### config.mk
export PLATFORM = sky130hd
export DESIGN_NAME = and_gate_checker_dwell_timer
export DESIGN_NICKNAME = d
export VERILOG_FILES = /design/src/rtl/and_gate_checker_pkg.sv /design/src/rtl/and_gate_checker_dwell_timer.sv
export SDC_FILE = /design/constraint.sdc
export NUM_CORES = 1
export LEC_CHECK = 0
export CAP_MARGIN = 25
export CORE_AREA = 5 5 42 44
export CTS_CLUSTER_DIAMETER = 50
export DETAILED_ROUTE_END_ITERATION = 8
export DIE_AREA = 0 0 47 49
export DONT_BUFFER_PORTS = 1
export PLACE_DENSITY = 0.3
export REMOVE_ABC_BUFFERS = 1
export SLEW_MARGIN = 25
export SYNTH_ARGS = -nofsm -noshare
export SYNTH_HDL_FRONTEND = slang
export SYNTH_SLANG_ARGS = --single-unit
### constraint.sdc
create_clock -name clk -period 3.1 [get_ports clk]
set_input_delay 0.465 -clock clk [delete_from_list [all_inputs] [get_ports clk]]
set_output_delay 0.465 -clock clk [all_outputs]
set_load 0.01 [all_outputs]
### src/rtl/and_gate_checker_pkg.sv
// -----------------------------------------------------------------------------
// and_gate_checker_pkg
// Shared definitions for the AND-gate checker: FSM state encoding, the
// stimulus vector table, vector count and mismatch-counter width.
// No ports (package). Imported by and_gate_checker and its sub-module.
// -----------------------------------------------------------------------------
package and_gate_checker_pkg;

  typedef enum logic [1:0] {
    ST_IDLE,
    ST_DRIVE,
    ST_SAMPLE,
    ST_DONE
  } state_t;

  localparam int NUM_VECTORS = 4;
  localparam int IDX_W       = 2;
  localparam int ERR_COUNT_W = 3;

  // Entry n is {stim_1, stim_2} for vector n. Gray order so that only one
  // gate input toggles between consecutive vectors.
  localparam logic [NUM_VECTORS-1:0][1:0] VECTOR_TABLE = {2'b01, 2'b11, 2'b10, 2'b00};

  // Golden AND response for a {stim_1, stim_2} pair.
  function automatic logic expected_result(input logic [1:0] stim);
    return stim[1] & stim[0];
  endfunction

endpackage

### src/rtl/and_gate_checker_dwell_timer.sv
// -----------------------------------------------------------------------------
// and_gate_checker_dwell_timer
// Down-counter that measures how long a vector is held on the gate inputs.
// load reloads DWELL_CYCLES-1, dec counts down by one, zero flags count==0.
// Ports:
//   clk    in   clock, rising edge
//   rst_n  in   synchronous active-low reset (count cleared to 0)
//   load   in   reload with DWELL_CYCLES-1
//   dec    in   decrement by one (ignored when load is high)
//   zero   out  count is zero
// -----------------------------------------------------------------------------
module and_gate_checker_dwell_timer
  import and_gate_checker_pkg::*;
#(
  parameter int DWELL_CYCLES = 10,
  parameter int WIDTH        = 4
) (
  input  logic clk,
  input  logic rst_n,
  input  logic load,
  input  logic dec,
  output logic zero
);

  logic [WIDTH-1:0] count_q;

  // Load has priority so a new vector always gets its full dwell time.
  always_ff @(posedge clk) begin
    if (!rst_n) begin
      count_q <= '0;
    end else if (load) begin
      count_q <= WIDTH'(DWELL_CYCLES - 1);
    end else if (dec) begin
      count_q <= count_q - WIDTH'(1);
    end
  end

  assign zero = (count_q == '0);

endmodule

==> metrics.md <==
| Metric | Value |
|---|---|
| WP buf/inv | `1` |
| Slowest CP cell | `nor3b_1` |
| Final Hold Fails | `0` |
| Max stage delay on crit path | `0.40 ns` |
| Die X | `~47 µm` |
| Top delay family on crit path | `simple AND/OR/NAND/NOR gates` |
| Hold path endpoint | `count_q[1]` |
| CTS Buf Count | `3` |
| R2R depth | `5` |
| Cts repair resizes | `0` |
| FILL cells | `167` |
| Avg Vias per Cell | `3.605` |
| Chip height | `49 µm` |
| CTS tree | `yes` |
| CP Max Fanout | `3` |
| Nets | `29` |
| Setup bufs post-CTS | `0` |
| CP startpoint kind | `flip-flop` |
| Synth warn | `0` |
| Worst slew margin | `between 60% and 70%` |
| DR iter-0 viols | `2` |
| Met3 WL | `49 µm` |
| Vias in the first global route | `155` |
| I/O pin cnt | `5` |
| R2r startpoint | `count_q[0]` |
| Longest Clk Path Bufs | `2` |
| IO buf count | `0` |
| Max frequency | `~600 MHz` |
| GP Congestion | `about 0.66` |
| Area of the multi-input gates | `110.1 µm²` |
| Pin count of the biggest net entering global routing | `6` |
| Biggest regs | `count_q: 4 flops` |
| PD cells | `a little under 600 nW/µm²` |
| Arr. time, crit path | `1.20 ns` |
| Post-synth cell types | `11` |
| Max-cap viol count | `0` |
| Post-synthesis sequential area ratio | `40.51%` |
| Starting density of the core | `roughly 14%` |
| Global-route wire length before repair | `662 µm` |
| H-tree depth | `1` |
| Share of cells above drive strength 1 | `18.18%` |
| Req. time, crit path | `2.63 ns` |
| Sink Count | `4` |
| Hold_sp | `dec` |
| FF+latch count, synth | `4` |
| R2R Path End | `count_q[2]` |
| Uppermost layer routed | `met3` |
| Die area | `2303 µm²` |
| Worst hold path depth | `1` |
| RSZ-0062 raised after global routing | `no` |
| GRT overflow | `0` |
| Max VDD drop | `0.1446 mV` |
| Synth Area per Inst | `10.40 µm²` |
| Post-Syn Instances | `19` |
| Tmin final | `1.667 ns` |
| Status | `finished, final reports clean` |
| GRT Total Usage | `approximately 4.6%` |
| Wire per inst | `between 10 and 15 µm` |
| Core footprint | `1401 µm²` |
| Worst hold path type | `in -> reg` |
| WL met1 | `around 190 µm` |
| First drt pass iteration count | `2` |
| # setup viols final | `0` |
| CTS clk-pin slew, worst paths | `0.03 ns` |
| Final wirelength | `400 µm` |
| Crit Path Category | `reg -> out` |
| Slew Limit Fails | `0` |
| DRC Markers | `0` |
| Max reg flops | `4` |
| Clk_lat worst skew | `between 0.2 and 0.25 ns` |
| Worst Setup End Kind | `primary output` |
| Antenna Diode Count | `0` |
| Most common cell after layout, fill and taps aside | `dfxtp_1` |
| Register Area | `roughly 80 µm²` |
| Mapped Area | `slightly below 200 µm²` |
| Vias after detailed routing | `137` |
| Worst Skew | `0.002571 ns` |
| LEAKAGE | `0.09868 nW` |
| Initial antenna violation count | `0` |
| Num rows | `14` |
| Biggest register | `count_q` |
| Final Cycle Share | `53.76%` |
| Commonest cells after routing, fill and taps aside | `4 x dfxtp_1, 3 x xor2_1, 3 x clkbuf_4` |
| Root buffer cell | `clkbuf_4` |
| Setup TNS | `0 ns` |
| DR WL met2 | `160 µm` |
| Critical path cell sequence | `inv_1, ha_1, nor3b_1` |
| Post-route ant nets | `0` |
| # hold bufs at CTS | `0` |
| Area Growth Syn to Fin | `21.52%` |
| Reg2Reg Setup Slack | `just over 2 ns` |
| Finished Core Util | `17.14%` |
| Worst-Margin Slew | `0.4496 ns` |
## routing by layer
metal  vias up  global-route usage (%)
met5         -                       0
met1        61                   5.055
met3         0                   4.059
li1         71                       -
met2         5                   4.525
met4         0                   5.530
## power by group
group	switching (mW)	internal (mW)	total, mW	leakage [nW]
Combinational	0.00769	0.00908	0.0168	0.0517
Sequential	0.00446	0.0557	0.0601	0.0332
Clock	0.0196	0.0432	0.0628	0.0138
## metrics by stage
stage | power [mW] | cell area (µm²) | cells | worst slack, ns | hold WS (ns)
6_report | 0.1397 | 240.2 | 38 | 1.433 | 0.3278
5_1_grt | 0.1534 | 240.2 | 38 | 1.335 | 0.3093
4_1_cts | 0.1457 | 240.2 | 38 | 1.393 | 0.3184
3_5_place_dp | 0.07779 | 217.7 | 35 | 1.655 | 0.5451
3_3_place_gp | 0.07775 | 217.7 | 35 | 1.664 | 0.5348
2_1_floorplan | 0.07424 | 197.7 | 19 | 1.784 | 0.5149
## worst max path at each step
| stage | from | to | slack, ns | depth (start not counted) |
|---|---|---|---|---|
| after floorplan | count_q[0] | zero | 1.78 | 3 |
| after global placement | count_q[0] | zero | 1.66 | 3 |
| after detailed placement | count_q[0] | zero | 1.66 | 3 |
| after CTS | count_q[0] | zero | 1.39 | 3 |
| after global routing | count_q[0] | zero | 1.33 | 3 |
| final | count_q[0] | zero | 1.43 | 3 |
## cell type report
type	instances	area share (%)
Inverter	2	3.125
Multi-Input combinational cell	13	45.83
Sequential cell	4	33.33
Clock buffer	3	9.375
Tap cell	16	8.333
## kinds of logic (layout without fill, tap and decap cells)
family,count (synthesis),in the layout,synth area share [%]
AND/OR/NAND/NOR,6,6,24.69
flip-flops,4,4,40.51
AO/OA/AOI/OAI,3,3,11.39
XOR/XNOR,3,3,13.29
buffers and inverters,2,5,3.799
adder cells (fa/ha/maj),1,1,6.328
## synthesized netlist by cell type
library cell | count | area share (%)
nand2b_1 | 1 | 3.2
ha_1 | 1 | 6.3
o21a_1 | 2 | 7.6
xor2_1 | 3 | 13
inv_1 | 2 | 3.8
nor2_1 | 2 | 3.8
nor4b_4 | 1 | 12
a211oi_1 | 1 | 3.8
nand2_1 | 1 | 1.9
dfxtp_1 | 4 | 41
nor3b_1 | 1 | 3.8
Note: power is estimated with default switching activity, not from simulation.
